--- config.mk ---
export PLATFORM = sky130hd
export DESIGN_NAME = fx3_slave_fifo_writer
export DESIGN_NICKNAME = d
export VERILOG_FILES = /design/src/rtl/fx3_slave_fifo_writer.sv
export SDC_FILE = /design/constraint.sdc
export NUM_CORES = 1
export LEC_CHECK = 0
export CAP_MARGIN = 20
export CORE_ASPECT_RATIO = 0.8
export CORE_MARGIN = 5
export CORE_UTILIZATION = 51
export CTS_BUF_LIST = sky130_fd_sc_hd__clkbuf_16
export DETAILED_ROUTE_END_ITERATION = 8
export GPL_TIMING_DRIVEN = 0
export PLACE_DENSITY_LB_ADDON = 0.08
export SLEW_MARGIN = 10
export SYNTH_ARGS = -nofsm -noshare
export SYNTH_HDL_FRONTEND = slang
export SYNTH_SLANG_ARGS = --single-unit
export TNS_END_PERCENT = 10
--- constraint.sdc ---
create_clock -name fx3_clk -period 3.2 [get_ports fx3_clk]
set_clock_uncertainty 0.1 [all_clocks]
set_input_delay 0.96 -clock fx3_clk [delete_from_list [all_inputs] [get_ports fx3_clk]]
set_output_delay 0.96 -clock fx3_clk [all_outputs]
set_load 0.02 [all_outputs]
--- src/rtl/fx3_slave_fifo_writer.sv ---
// fx3_slave_fifo_writer: skid FIFO feeding the FX3 GPIF-II synchronous slave-FIFO write port.
// Generates loader backpressure and commits short packets with PKTEND on idle timeout or flush.
module fx3_slave_fifo_writer #(
    parameter logic [1:0]  SOCKET       = 2'd0,
    parameter int unsigned FIFO_DEPTH   = 8,
    parameter int unsigned PKT_BYTES    = 512,
    parameter int unsigned IDLE_TIMEOUT = 1024
) (
    input  logic        fx3_clk,
    input  logic        fx3_rst,
    input  logic        inVld,
    input  logic [7:0]  inData,
    input  logic        flush,
    input  logic        fx3_wmark_n,
    output logic        readPause,
    output logic        fx3_slwr_n,
    output logic        fx3_pktend_n,
    output logic [7:0]  fx3_data,
    output logic [1:0]  fx3_addr,
    output logic        overflow,
    output logic [31:0] pktCnt
);

    localparam int unsigned AW = (FIFO_DEPTH > 1) ? $clog2(FIFO_DEPTH) : 1;
    localparam int unsigned CW = AW + 1;
    localparam int unsigned PW = (PKT_BYTES > 1) ? $clog2(PKT_BYTES) : 1;
    localparam int unsigned TW = (IDLE_TIMEOUT > 1) ? $clog2(IDLE_TIMEOUT) : 1;

    localparam logic [CW-1:0] DEPTH_C   = CW'(FIFO_DEPTH);
    localparam logic [CW-1:0] PAUSE_LVL = CW'(FIFO_DEPTH - 3);
    localparam logic [PW-1:0] PKT_LAST  = PW'(PKT_BYTES - 1);
    localparam logic [TW-1:0] IDLE_LAST = TW'(IDLE_TIMEOUT - 1);

    typedef enum logic [1:0] {
        IDLE   = 2'd0,
        WRITE  = 2'd1,
        STALL  = 2'd2,
        PKTEND = 2'd3
    } st_t;

    st_t st;
    st_t st_next;

    logic [7:0]    mem [FIFO_DEPTH];
    logic [AW-1:0] wr_ptr;
    logic [AW-1:0] rd_ptr;
    logic [CW-1:0] count;
    logic [CW-1:0] count_next;
    logic [PW-1:0] pkt_byte;
    logic [TW-1:0] idle_cnt;
    logic          flush_req;

    logic empty_c;
    logic full_c;
    logic pending_c;
    logic do_write_c;
    logic commit_c;
    logic push_c;
    logic drop_c;
    logic wrap_c;

    assign fx3_addr  = SOCKET;
    assign empty_c   = (count == CW'(0));
    assign full_c    = (count == DEPTH_C);
    assign pending_c = (pkt_byte != PW'(0));

    // A full FIFO still accepts a byte when the head is leaving in the same cycle.
    assign push_c = inVld && (!full_c || do_write_c);
    assign drop_c = inVld && full_c && !do_write_c;
    assign wrap_c = do_write_c && (pkt_byte == PKT_LAST);

    // Next-state and per-cycle bus actions.
    always_comb begin
        st_next    = st;
        do_write_c = 1'b0;
        commit_c   = 1'b0;
        case (st)
            IDLE: begin
                if (!empty_c && fx3_wmark_n) begin
                    st_next = WRITE;
                end else if (empty_c && pending_c &&
                             ((idle_cnt == IDLE_LAST) || flush_req)) begin
                    st_next = PKTEND;
                end
            end
            WRITE: begin
                if (!fx3_wmark_n) begin
                    st_next = STALL;
                end else if (empty_c) begin
                    st_next = IDLE;
                end else begin
                    do_write_c = 1'b1;
                end
            end
            STALL: begin
                if (fx3_wmark_n) begin
                    st_next = empty_c ? IDLE : WRITE;
                end
            end
            PKTEND: begin
                commit_c = 1'b1;
                st_next  = IDLE;
            end
            default: st_next = IDLE;
        endcase
    end

    always_comb begin
        count_next = count;
        if (push_c && !do_write_c) begin
            count_next = count + CW'(1);
        end else if (!push_c && do_write_c) begin
            count_next = count - CW'(1);
        end
    end

    // FIFO storage needs no reset; pointers and count define validity.
    always_ff @(posedge fx3_clk) begin
        if (push_c) begin
            mem[wr_ptr] <= inData;
        end
    end

    always_ff @(posedge fx3_clk) begin
        if (fx3_rst) begin
            st           <= IDLE;
            wr_ptr       <= AW'(0);
            rd_ptr       <= AW'(0);
            count        <= CW'(0);
            readPause    <= 1'b1;
            fx3_slwr_n   <= 1'b1;
            fx3_pktend_n <= 1'b1;
            fx3_data     <= 8'd0;
            overflow     <= 1'b0;
        end else begin
            st           <= st_next;
            count        <= count_next;
            readPause    <= (count_next >= PAUSE_LVL) || !fx3_wmark_n;
            fx3_slwr_n   <= !do_write_c;
            fx3_pktend_n <= !commit_c;
            if (push_c) begin
                wr_ptr <= wr_ptr + AW'(1);
            end
            if (do_write_c) begin
                rd_ptr   <= rd_ptr + AW'(1);
                fx3_data <= mem[rd_ptr];
            end
            if (drop_c) begin
                overflow <= 1'b1;
            end
        end
    end

    // Packet accounting: FX3 auto-commits on wrap, PKTEND commits the partial remainder.
    always_ff @(posedge fx3_clk) begin
        if (fx3_rst) begin
            pkt_byte <= PW'(0);
            pktCnt   <= 32'd0;
        end else begin
            if (commit_c) begin
                pkt_byte <= PW'(0);
            end else if (do_write_c) begin
                pkt_byte <= pkt_byte + PW'(1);
            end
            if (commit_c || wrap_c) begin
                pktCnt <= pktCnt + 32'd1;
            end
        end
    end

    // A request left with nothing pending after the drain would only commit the next packet early.
    always_ff @(posedge fx3_clk) begin
        if (fx3_rst) begin
            flush_req <= 1'b0;
        end else if (commit_c) begin
            flush_req <= 1'b0;
        end else if (flush && pending_c && !wrap_c) begin
            flush_req <= 1'b1;
        end else if ((st == IDLE) && empty_c && !pending_c) begin
            flush_req <= 1'b0;
        end
    end

    always_ff @(posedge fx3_clk) begin
        if (fx3_rst) begin
            idle_cnt <= TW'(0);
        end else if ((st == IDLE) && empty_c && !inVld) begin
            if (idle_cnt != IDLE_LAST) begin
                idle_cnt <= idle_cnt + TW'(1);
            end
        end else begin
            idle_cnt <= TW'(0);
        end
    end

endmodule

==> flow_summary.json <==
{
  "outcome": "finished clean",
  "crit_buf_inv": 2,
  "p_per_area_nw_per_um2": 542.9,
  "placed_area_um2": 6779,
  "hold_class": "reg -> reg",
  "totalWireLength_mm": 12.85,
  "cts_tree": "done",
  "route.detailed.drc": 0,
  "grt_use_total_pct": 18.80,
  "cp_top_family": "simple AND/OR/NAND/NOR gates",
  "rr_worst_depth": 9,
  "post_synth.cell_area_avg_um2": 11.37,
  "p_sw_share_pct": 23.17,
  "gp_congestion": 0.8180,
  "synth-seq-cells": 140,
  "vias": 4289,
  "synth_top_area_share_pct": 32.08,
  "grt_pass1_wl_mm": 21.09,
  "ys_warn_count": 0,
  "fin_crit_sh_pct": 97.58,
  "finalMaxSlewViolations": 0,
  "crit_chain": "clkdlybuf4s50_1 -> and3b_1 -> clkbuf_1 -> o21a_1 -> nand2_1 -> nor2_1",
  "critPathArrivalTime_ps": 3060,
  "seqPwrFrac_pct": 48.2,
  "dieWidth_um": 131.2,
  "yosys-top-cells-area": "edfxtp_1, dfxtp_1, mux4_2",
  "io_buffers": 55,
  "drt-wirelength-per-cell_um": 16.78,
  "core-area_um2": 11520,
  "via_per_inst": 5.599,
  "ctsHoldBuffers": 0,
  "synthArstFlopShare_pct": 0,
  "yosys.area.top_type": "edfxtp_1",
  "drtIter0Drc": 360,
  "synth-main-ff-cell": "dfxtp_1",
  "ys_types": 55,
  "die_h_um": 106.9,
  "top_layer_used": "met4",
  "ys_seq_area_share_pct": 57.48,
  "hold_viol": 0,
  "min_to": "flush_req",
  "wirelength_met1_mm": 6.085,
  "diodes": 0,
  "nNetsFinal": 627,
  "fin_crit_ps": 3123,
  "clkPwrFrac_pct": 46.6,
  "boundaryPins": 59,
  "netSwitchingPower_mw": 0.9237,
  "grt_pass1_vias": 4191,
  "r2r_end": "pktCnt[3]",
  "worstPathRequired_ps": 3140,
  "dieArea_um2": 14030,
  "cts_root_buffer": "clkbuf_16",
  "antenna_found_initial": 0,
  "crit_path_start_kind": "primary input",
  "r2r_setup_slack_ps": 290,
  "htreeDepth": 4,
  "hpwl_mm": 8.928,
  "ant_nets": 0,
  "cts_resized": 0,
  "insertion_delay_ps": 420,
  "p_int_mw": 3.063,
  "drive_gt1_share_pct": 11.49,
  "overflow": 0,
  "r2r_start": "count[1]",
  "grt_max_degree": 17,
  "crit_slowest_cell": "nor2_1",
  "vdd_drop_max_mv": 0.4121,
  "synth_cells": 527,
  "postCtsSetupRepairBufs": 0,
  "dr_wl_met3_um": 599,
  "combPwrFrac_pct": 5.2,
  "clock_path_buffers": 2,
  "fin_cells": 766,
  "row_count": 35,
  "syn-cell-area_um2": 5991,
  "max_slew_margin_pct": 38.35,
  "cpPeakStageDelay_ps": 690,
  "final_area_um2": 7343,
  "area_growth_pct": 22.58,
  "cp_max_fo": 8,
  "critPathCaptureType": "flop",
  "clkTransAtPathRegs_ps": 60,
  "setup_viol": 0,
  "synth_edf_count": 64,
  "fmax_ghz": 0.3202,
  "leakage_nw": 2.391,
  "wl_met2_mm": 6.045,
  "finalPower_mw": 3.986,
  "rsz0062_at_grt": "yes",
  "worst_slew_pin_slew_ps": 922.7,
  "worst-setup-path-type": "in -> reg",
  "hold_path_depth": 2,
  "drtPass1Iterations": 5,
  "maxCapViolations": 0,
  "clock-sinks": 140,
  "initial_core_util_pct": 52.02,
  "place_inst": 734,
  "numCtsBuffers": 17,
  "worstHoldStart": "flush_req"
}
per-layer routing:
metal,track usage (%),vias to the layer above
met4,6.083,0
li1,-,2093
met5,0,-
met1,25.32,2084
met3,4.456,14
met2,30.22,98
cell type report:
class                           count  area, um2
Clock buffer                       17      425.4
Sequential cell                   140       3443
Clock inverter                     15      136.4
Timing Repair Buffer               58      573.1
Buffer                             27      120.1
Fill cell                         933       4174
Inverter                           11      41.29
Tap cell                          148      185.2
Multi-Input combinational cell    350       2419
cells in the final DEF, fill, tap and decap left out, types with 11 or more instances in the layout:
cell and n:
nand2_1 35, xnor2_1 15, clkbuf_16 17, a21oi_1 23
clkbuf_1 17, inv_1 12, or3_1 14, mux2i_1 11
clkdlybuf4s50_1 55, edfxtp_1 64, mux4_2 16, nor3_1 12
dfxtp_1 76, o21ai_0 15, xor2_1 21, nand4_1 21
nor2_1 66, nand3_1 18
worst reg2reg max path, stage by stage, from the launching register on:
cell	delay, ps
dfxtp_1	310
clkbuf_1	190
inv_1	130
ha_1	250
nor3b_1	780
o21ai_2	310
clkbuf_1	330
nand3_1	170
xor2_1	160
nor2_1	50
metrics by stage:
step / setup WS (ps) / TNS [ps] / utilization, % / hold slack, ps
after global routing: -121.6 / -1976 / 63.76 / 393.4
after CTS: 15.61 / 0 / 63.74 / 375.4
after detailed placement: -412.5 / -17740 / 58.86 / 367.5
after global placement: -1278 / -41770 / 58.44 / 352.2
final: 77.43 / 0 / 63.76 / 371.8
after floorplan: 116.3 / 0 / - / 342.6
power groups by stage:
stage               logic, mW  registers (mW)  clock network (mW)
floorplan               0.125            1.96                   0
global placement        0.194            1.96                   0
detailed placement      0.205            1.96                   0
CTS                     0.207            1.92                1.90
global route            0.226            1.92                1.98
finish                  0.207            1.92                1.86
synth_stat cells (9+ instances only):
| master | count |
|---|---|
| a21oi_1 | 23 |
| clkbuf_1 | 17 |
| nor2_1 | 67 |
| nand2_1 | 35 |
| nand4_1 | 21 |
| xor2_1 | 21 |
| o21ai_0 | 15 |
| dfxtp_1 | 76 |
| a211oi_1 | 9 |
| mux4_2 | 16 |
| nand3_1 | 18 |
| mux2i_1 | 11 |
| or3_1 | 14 |
| ha_1 | 9 |
| inv_1 | 11 |
| edfxtp_1 | 64 |
| nor3_1 | 16 |
| xnor2_1 | 15 |
cells by family after synthesis:
family	synth area share, %
muxes	8.041
AOI/OAI and AO/OA	6.788
other	0.06260
DFF	57.48
xor gates and xnor gates	5.263
adders and majority gates	2.047
buffers and inverters	2.694
and+or+nand+nor	17.63
worst max path at each step:
stage                           start         to  slack [ps]  cells past startpoint
after detailed placement  fx3_wmark_n  mem[3][7]        -410                      6
after global placement    fx3_wmark_n  mem[0][1]       -1280                      5
after CTS                 fx3_wmark_n  mem[3][3]          20                      6
after global routing      fx3_wmark_n  mem[6][7]        -120                      6
final                     fx3_wmark_n  mem[6][3]          80                      6
after floorplan                 inVld  mem[0][0]         120                      4
sequential cells by signal, summed over array words and instances (netlist names), 3 cells and up:
signal	count
count	4
mem	64
rd_ptr	3
idle_cnt	10
wr_ptr	3
fx3_data	8
pktCnt	32
pkt_byte	9
(Power assumes the default switching activity.)
